## config.mk

```make
export PLATFORM = sky130hd
export DESIGN_NAME = imem_loader_flat
export DESIGN_NICKNAME = d
export VERILOG_FILES = /design/src/rtl/imem_loader_if.sv /design/src/rtl/imem_loader.sv /design/src/flat_wrapper.sv
export SDC_FILE = /design/constraint.sdc
export NUM_CORES = 1
export LEC_CHECK = 0
export ABC_AREA = 1
export CAP_MARGIN = 25
export CORE_MARGIN = 2
export CORE_UTILIZATION = 46
export CTS_CLUSTER_SIZE = 14
export DETAILED_ROUTE_END_ITERATION = 8
export PLACE_DENSITY_LB_ADDON = 0.08
export SETUP_SLACK_MARGIN = 0.15
export SYNTH_ARGS = -nofsm -noshare
export SYNTH_HDL_FRONTEND = slang
export SYNTH_SLANG_ARGS = --single-unit
export TNS_END_PERCENT = 5
```

## constraint.sdc

```tcl
create_clock -name clk_i -period 1.47 [get_ports clk_i]
set_clock_uncertainty 0.1 [all_clocks]
set_input_delay 0.294 -clock clk_i [delete_from_list [all_inputs] [get_ports clk_i]]
set_output_delay 0.294 -clock clk_i [all_outputs]
set_load 0.05 [all_outputs]
```

## src/rtl/imem_loader_if.sv

```systemverilog
// Handshake and instruction-memory bus between the boot loader and its surroundings.
// The master drives the stream and start request; the slave is the loader itself.
interface imem_loader_if #(
  parameter int ADDR_W = 6
);
  logic              start;
  logic [ADDR_W:0]   load_len;
  logic              rx_valid;
  logic [7:0]        rx_data;
  logic              rx_ready;
  logic              im_we;
  logic [ADDR_W-1:0] im_addr;
  logic [31:0]       im_wdata;
  logic              cpu_reset;
  logic              busy;
  logic              done;
  logic              err;

  modport master (
    output start, load_len, rx_valid, rx_data,
    input  rx_ready, im_we, im_addr, im_wdata, cpu_reset, busy, done, err
  );

  modport slave (
    input  start, load_len, rx_valid, rx_data,
    output rx_ready, im_we, im_addr, im_wdata, cpu_reset, busy, done, err
  );
endinterface

```

## src/rtl/imem_loader.sv

```systemverilog
// Boot loader: assembles big-endian words from a byte stream, writes them to
// instruction memory from word 0, checks an XOR checksum and gates core reset.
module imem_loader #(
  parameter int DEPTH  = 64,
  parameter int ADDR_W = 6
) (
  input logic           clk_i,
  input logic           rst_ni,
  imem_loader_if.slave  bus_if
);

  typedef enum logic [2:0] {
    S_IDLE  = 3'd0,
    S_RECV  = 3'd1,
    S_WRITE = 3'd2,
    S_CHK   = 3'd3,
    S_DONE  = 3'd4,
    S_ERROR = 3'd5
  } state_e;

  localparam logic [ADDR_W:0] LEN_MAX = (ADDR_W+1)'(DEPTH);

  state_e          state_q, state_d;
  logic [31:0]     word_q, word_d;
  logic [1:0]      byte_cnt_q, byte_cnt_d;
  logic [ADDR_W:0] addr_q, addr_d;
  logic [ADDR_W:0] len_q, len_d;
  logic [7:0]      xsum_q, xsum_d;
  logic            rx_ready_q, im_we_q, cpu_reset_q, busy_q, done_q, err_q;
  logic            xfer;
  logic [ADDR_W:0] addr_inc;

  assign xfer     = bus_if.rx_valid & rx_ready_q;
  assign addr_inc = addr_q + 1'b1;

  always_comb begin
    state_d    = state_q;
    word_d     = word_q;
    byte_cnt_d = byte_cnt_q;
    addr_d     = addr_q;
    len_d      = len_q;
    xsum_d     = xsum_q;
    case (state_q)
      S_IDLE, S_DONE, S_ERROR: begin
        if (bus_if.start) begin
          if (bus_if.load_len > LEN_MAX) begin
            state_d = S_ERROR;
          end else begin
            len_d      = bus_if.load_len;
            addr_d     = '0;
            byte_cnt_d = '0;
            xsum_d     = '0;
            word_d     = '0;
            state_d    = (bus_if.load_len == '0) ? S_CHK : S_RECV;
          end
        end
      end
      S_RECV: begin
        if (xfer) begin
          word_d     = {word_q[23:0], bus_if.rx_data};
          xsum_d     = xsum_q ^ bus_if.rx_data;
          byte_cnt_d = byte_cnt_q + 2'd1;
          if (byte_cnt_q == 2'd3) state_d = S_WRITE;
        end
      end
      S_WRITE: begin
        addr_d  = addr_inc;
        state_d = (addr_inc == len_q) ? S_CHK : S_RECV;
      end
      S_CHK: begin
        if (xfer) state_d = (bus_if.rx_data == xsum_q) ? S_DONE : S_ERROR;
      end
      default: state_d = S_IDLE;
    endcase
  end

  // Status flags are registered from the next state so they line up with state_q.
  always_ff @(posedge clk_i or negedge rst_ni) begin
    if (!rst_ni) begin
      state_q     <= S_IDLE;
      word_q      <= '0;
      byte_cnt_q  <= '0;
      addr_q      <= '0;
      len_q       <= '0;
      xsum_q      <= '0;
      rx_ready_q  <= 1'b0;
      im_we_q     <= 1'b0;
      cpu_reset_q <= 1'b1;
      busy_q      <= 1'b0;
      done_q      <= 1'b0;
      err_q       <= 1'b0;
    end else begin
      state_q     <= state_d;
      word_q      <= word_d;
      byte_cnt_q  <= byte_cnt_d;
      addr_q      <= addr_d;
      len_q       <= len_d;
      xsum_q      <= xsum_d;
      rx_ready_q  <= (state_d == S_RECV) || (state_d == S_CHK);
      im_we_q     <= (state_d == S_WRITE);
      cpu_reset_q <= (state_d != S_DONE);
      busy_q      <= (state_d == S_RECV) || (state_d == S_WRITE) || (state_d == S_CHK);
      done_q      <= (state_d == S_DONE);
      err_q       <= (state_d == S_ERROR);
    end
  end

  assign bus_if.rx_ready  = rx_ready_q;
  assign bus_if.im_we     = im_we_q;
  assign bus_if.im_addr   = addr_q[ADDR_W-1:0];
  assign bus_if.im_wdata  = word_q;
  assign bus_if.cpu_reset = cpu_reset_q;
  assign bus_if.busy      = busy_q;
  assign bus_if.done      = done_q;
  assign bus_if.err       = err_q;

endmodule

```

## src/flat_wrapper.sv

```systemverilog
// flat-port wrapper written by rule: the top's interface ports become plain ports
module imem_loader_flat 
#(
  parameter int DEPTH  = 64,
  parameter int ADDR_W = 6
)
  (clk_i, rst_ni, bus_if_start, bus_if_load_len, bus_if_rx_valid, bus_if_rx_data, bus_if_rx_ready, bus_if_im_we, bus_if_im_addr, bus_if_im_wdata, bus_if_cpu_reset, bus_if_busy, bus_if_done, bus_if_err);
  imem_loader_if #(.ADDR_W(ADDR_W)) bus_if_i ();
  input logic clk_i;
  input logic rst_ni;
  input wire logic [$bits(bus_if_i.start)-1:0] bus_if_start;
  input wire logic [$bits(bus_if_i.load_len)-1:0] bus_if_load_len;
  input wire logic [$bits(bus_if_i.rx_valid)-1:0] bus_if_rx_valid;
  input wire logic [$bits(bus_if_i.rx_data)-1:0] bus_if_rx_data;
  output wire logic [$bits(bus_if_i.rx_ready)-1:0] bus_if_rx_ready;
  output wire logic [$bits(bus_if_i.im_we)-1:0] bus_if_im_we;
  output wire logic [$bits(bus_if_i.im_addr)-1:0] bus_if_im_addr;
  output wire logic [$bits(bus_if_i.im_wdata)-1:0] bus_if_im_wdata;
  output wire logic [$bits(bus_if_i.cpu_reset)-1:0] bus_if_cpu_reset;
  output wire logic [$bits(bus_if_i.busy)-1:0] bus_if_busy;
  output wire logic [$bits(bus_if_i.done)-1:0] bus_if_done;
  output wire logic [$bits(bus_if_i.err)-1:0] bus_if_err;
  assign bus_if_i.start = bus_if_start;
  assign bus_if_i.load_len = bus_if_load_len;
  assign bus_if_i.rx_valid = bus_if_rx_valid;
  assign bus_if_i.rx_data = bus_if_rx_data;
  assign bus_if_rx_ready = bus_if_i.rx_ready;
  assign bus_if_im_we = bus_if_i.im_we;
  assign bus_if_im_addr = bus_if_i.im_addr;
  assign bus_if_im_wdata = bus_if_i.im_wdata;
  assign bus_if_cpu_reset = bus_if_i.cpu_reset;
  assign bus_if_busy = bus_if_i.busy;
  assign bus_if_done = bus_if_i.done;
  assign bus_if_err = bus_if_i.err;
  imem_loader #(.DEPTH(DEPTH), .ADDR_W(ADDR_W)) u_core (.clk_i(clk_i), .rst_ni(rst_ni), .bus_if(bus_if_i));
endmodule
```

==> flow_summary.json <==
{
  "p_leak_uw": 0.00234,
  "pwr_density_cell_nw_per_um2": 2280,
  "cts_sinks": 65,
  "setup_ws_ns": -0.153,
  "place_inst": 469,
  "htreeDepth": 3,
  "routed_via_density": 5.15,
  "register_area_um2": 1640,
  "gr-total-overflow": 0,
  "pin_count": 63,
  "cpPeakStageDelay_ns": 0.44,
  "hold_violations": 0,
  "syn_inst": 312,
  "syn_nets": 333,
  "min_path_type": "input port to register",
  "path_class": "register to register",
  "setup_viol": 28,
  "reg2reg_to": "u_core.bus_if.done",
  "cp.arrival_ns": 1.77,
  "placed_area_um2": 4260,
  "die-area_um2": 7020,
  "worst_ep_required_time_ns": 1.62,
  "cp_top_family": "simple AND/OR/NAND/NOR gates",
  "synthDistinctLibCells": 31,
  "hpwl_um": 4640,
  "r2r_setup_slack_ns": -0.15,
  "end_kind": "register",
  "routabilityCongestion": 0.851,
  "slowest_stage": "dfrtp_2",
  "routed_wl_um": 7470,
  "syn-cell-area_um2": 2930,
  "r2r_cells": 11,
  "drt_iter0_drc": 192,
  "initial_core_util": 0.469,
  "outcome": "finished with violations",
  "grt_pass1_vias": 2465,
  "wl_per_cell_um": 14.9,
  "grt_max_degree": 66,
  "stdcell_count": 501,
  "failed_checks": "setup timing",
  "final_cell_area_um2": 4860,
  "grt_pass1_wl_um": 12100,
  "ys_ff_latch": 65,
  "yosysSeqAreaShare": 0.556,
  "p_total_uw": 11100,
  "ys_warn_count": 0,
  "crit_chain": "ha_4, nand2_2, inv_1, nand2_1, nand2_1, nand2_1, nand3_1, nor2_2, nand3_2, nand4_2, inv_2",
  "antenna_found_initial": 0,
  "via_count": 2579,
  "core_um2": 6240,
  "fill_cells": 384,
  "multi_input_area_um2": 1230,
  "firstDrtPassIters": 4,
  "die_h_um": 83.8,
  "syn_avg_cell_area_um2": 9.39,
  "crit_path_end": "u_core.bus_if.done",
  "max_freq_mhz": 616,
  "n_antenna_cell": 0,
  "ir_drop_uv": 1750,
  "tightestPinTransition_ns": 0.398,
  "ant_nets": 0,
  "startpoint": "u_core.addr_q[1]",
  "io_buffers": 62,
  "drv_slew": 0,
  "clk_pin_slew_worst_paths_ns": 0.08,
  "fin_nets": 440,
  "worstReg2RegStart": "u_core.addr_q[1]",
  "cts_max_path_buffers": 2,
  "hp-start": "bus_if_load_len[5]",
  "crit_top_cell": "nand2_1",
  "cts_buffers": 9,
  "dieWidth_um": 83.8,
  "cap_viol_max_count": 0,
  "route.detailed.drc": 0,
  "period_minus_slack_ns": 1.62,
  "areaGrowthSynthToFinish_pct": 66.0,
  "path_buf_inv": 2,
  "period_share": 1.10,
  "tritoncts": "yes",
  "track_usage": 0.221,
  "rsz0062_at_grt": "true",
  "worst-path-stages": 11,
  "slew_headroom": 0.732,
  "rows": 29,
  "cp_max_fo": 4,
  "worstSkewPairLatency_ns": 0.35,
  "drive_gt1_frac": 0.396,
  "final_util": 0.779,
  "cts_root_buf": "clkbuf_8",
  "start_kind": "register"
}
==> state kept, by name (all words and copies together) (netlist names) <==
name                     count
u_core.addr_q                7
u_core.bus_if.busy           1
u_core.bus_if.cpu_reset      1
u_core.bus_if.done           1
u_core.bus_if.err            1
u_core.bus_if.im_wdata      32
u_core.bus_if.im_we          1
u_core.bus_if.rx_ready       1
u_core.byte_cnt_q            2
u_core.len_q                 7
u_core.state_q               3
u_core.xsum_q                8
==> power by group <==
| group | internal (µW) | switching (µW) |
|---|---|---|
| Sequential | 2490 | 787 |
| Combinational | 3090 | 3220 |
| Clock | 788 | 717 |
==> kinds of logic (layout without fill, tap and decap cells) <==
| logic type | after synthesis | after routing | share of synthesized area |
|---|---|---|---|
| DFF | 65 | 65 | 0.556 |
| buffers and inverters | 54 | 163 | 0.0871 |
| AOI/OAI and AO/OA | 60 | 60 | 0.147 |
| xor gates and xnor gates | 3 | 3 | 0.00897 |
| muxes | 1 | 1 | 0.00384 |
| adders and majority gates | 2 | 2 | 0.00854 |
| and+or+nand+nor | 127 | 130 | 0.188 |
==> layout by cell type, fill, tap and decap left out, drive strengths merged, types with 4 or more instances in the layout <==
| cell | instances |
|---|---|
| buf | 88 |
| nand2 | 83 |
| dfrtp | 64 |
| inv | 38 |
| a22o | 31 |
| nor2 | 24 |
| o21ai | 24 |
| nand3 | 18 |
| clkbuf | 12 |
| clkdlybuf4s50 | 9 |
| clkdlybuf4s15 | 6 |
| clkinvlp | 4 |
==> tightest hold or removal path, cell delays in order <==
cell and delay, ns:
clkdlybuf4s15_1 0.19, nand2_1 0.05, o21ai_0 0.06
==> through the flow <==
step	setup WS, ns	hold slack, ns	setup TNS [ns]
CTS	-0.149	0.172	-2.74
detailed placement	-0.824	0.237	-43.46
finish	-0.153	0.179	-1.14
global placement	-0.782	0.238	-41.76
global route	-0.261	0.191	-3.50
floorplan	-0.0500	-0.102	-0.0877
==> cells in the mapped netlist <==
library cell	n	share of area
nand2_1	82	0.11
o21ai_2	1	0.0030
buf_6	3	0.012
nor3_2	1	0.0034
dfrtp_1	64	0.55
o211ai_1	1	0.0026
nand3_1	18	0.031
a21oi_1	1	0.0017
nor2_2	2	0.0043
inv_2	5	0.0064
ha_1	2	0.0085
inv_1	33	0.042
nor2_1	16	0.021
nand4_1	2	0.0043
nor2_4	3	0.012
buf_4	7	0.018
o21ai_0	11	0.019
nor4_1	1	0.0021
a21oi_2	1	0.0030
o21ai_1	12	0.021
a21o_1	2	0.0051
nand4_2	1	0.0043
buf_2	3	0.0051
nand2_2	1	0.0021
a22o_1	31	0.093
xor2_1	2	0.0060
xnor2_1	1	0.0030
clkbuf_1	1	0.0013
dfstp_2	1	0.0090
buf_1	2	0.0026
mux2_2	1	0.0038
==> what timing repair did <==
item / CTS / global route
hold buffers: 1 / 0
hold endpoints to repair: 64 / 0
pin swaps: 35 / 22
endpoints found under the setup margin: 102 / 108
resized for setup: 53 / 29
gates cloned: 4 / 2
setup buffers: 8 / 1
==> worst min path at each step <==
stage | depth (start not counted) | slack (ns) | end
6_report | 3 | 0.18 | u_core.len_q[5]
3_5_place_dp | 2 | 0.24 | u_core.bus_if.im_wdata[26]
2_1_floorplan | 0 | -0.10 | u_core.addr_q[0]
3_3_place_gp | 2 | 0.24 | u_core.bus_if.im_wdata[30]
5_1_grt | 3 | 0.19 | u_core.len_q[5]
4_1_cts | 3 | 0.17 | u_core.len_q[5]
==> per-layer routing <==
| layer | share of wire | track usage | wire (µm) |
|---|---|---|---|
| met1 | 0.46 | 0.317 | 3400 |
| met2 | 0.48 | 0.323 | 3600 |
| met3 | 0.041 | 0.0534 | 308 |
| met4 | 0.021 | 0.0953 | 157 |
| met5 | 0 | 0 | 0 |
==> area by class of cell <==
class / count / share of cell area
clock buffer: 10 / 0.0262
multi-input combinational: 196 / 0.253
timing repair buffer: 108 / 0.318
timing repair inverter: 1 / 0.00154
tap: 77 / 0.0198
sequential: 65 / 0.337
clock inverter: 6 / 0.0139
inverter: 38 / 0.0301
(Power assumes the default switching activity.)
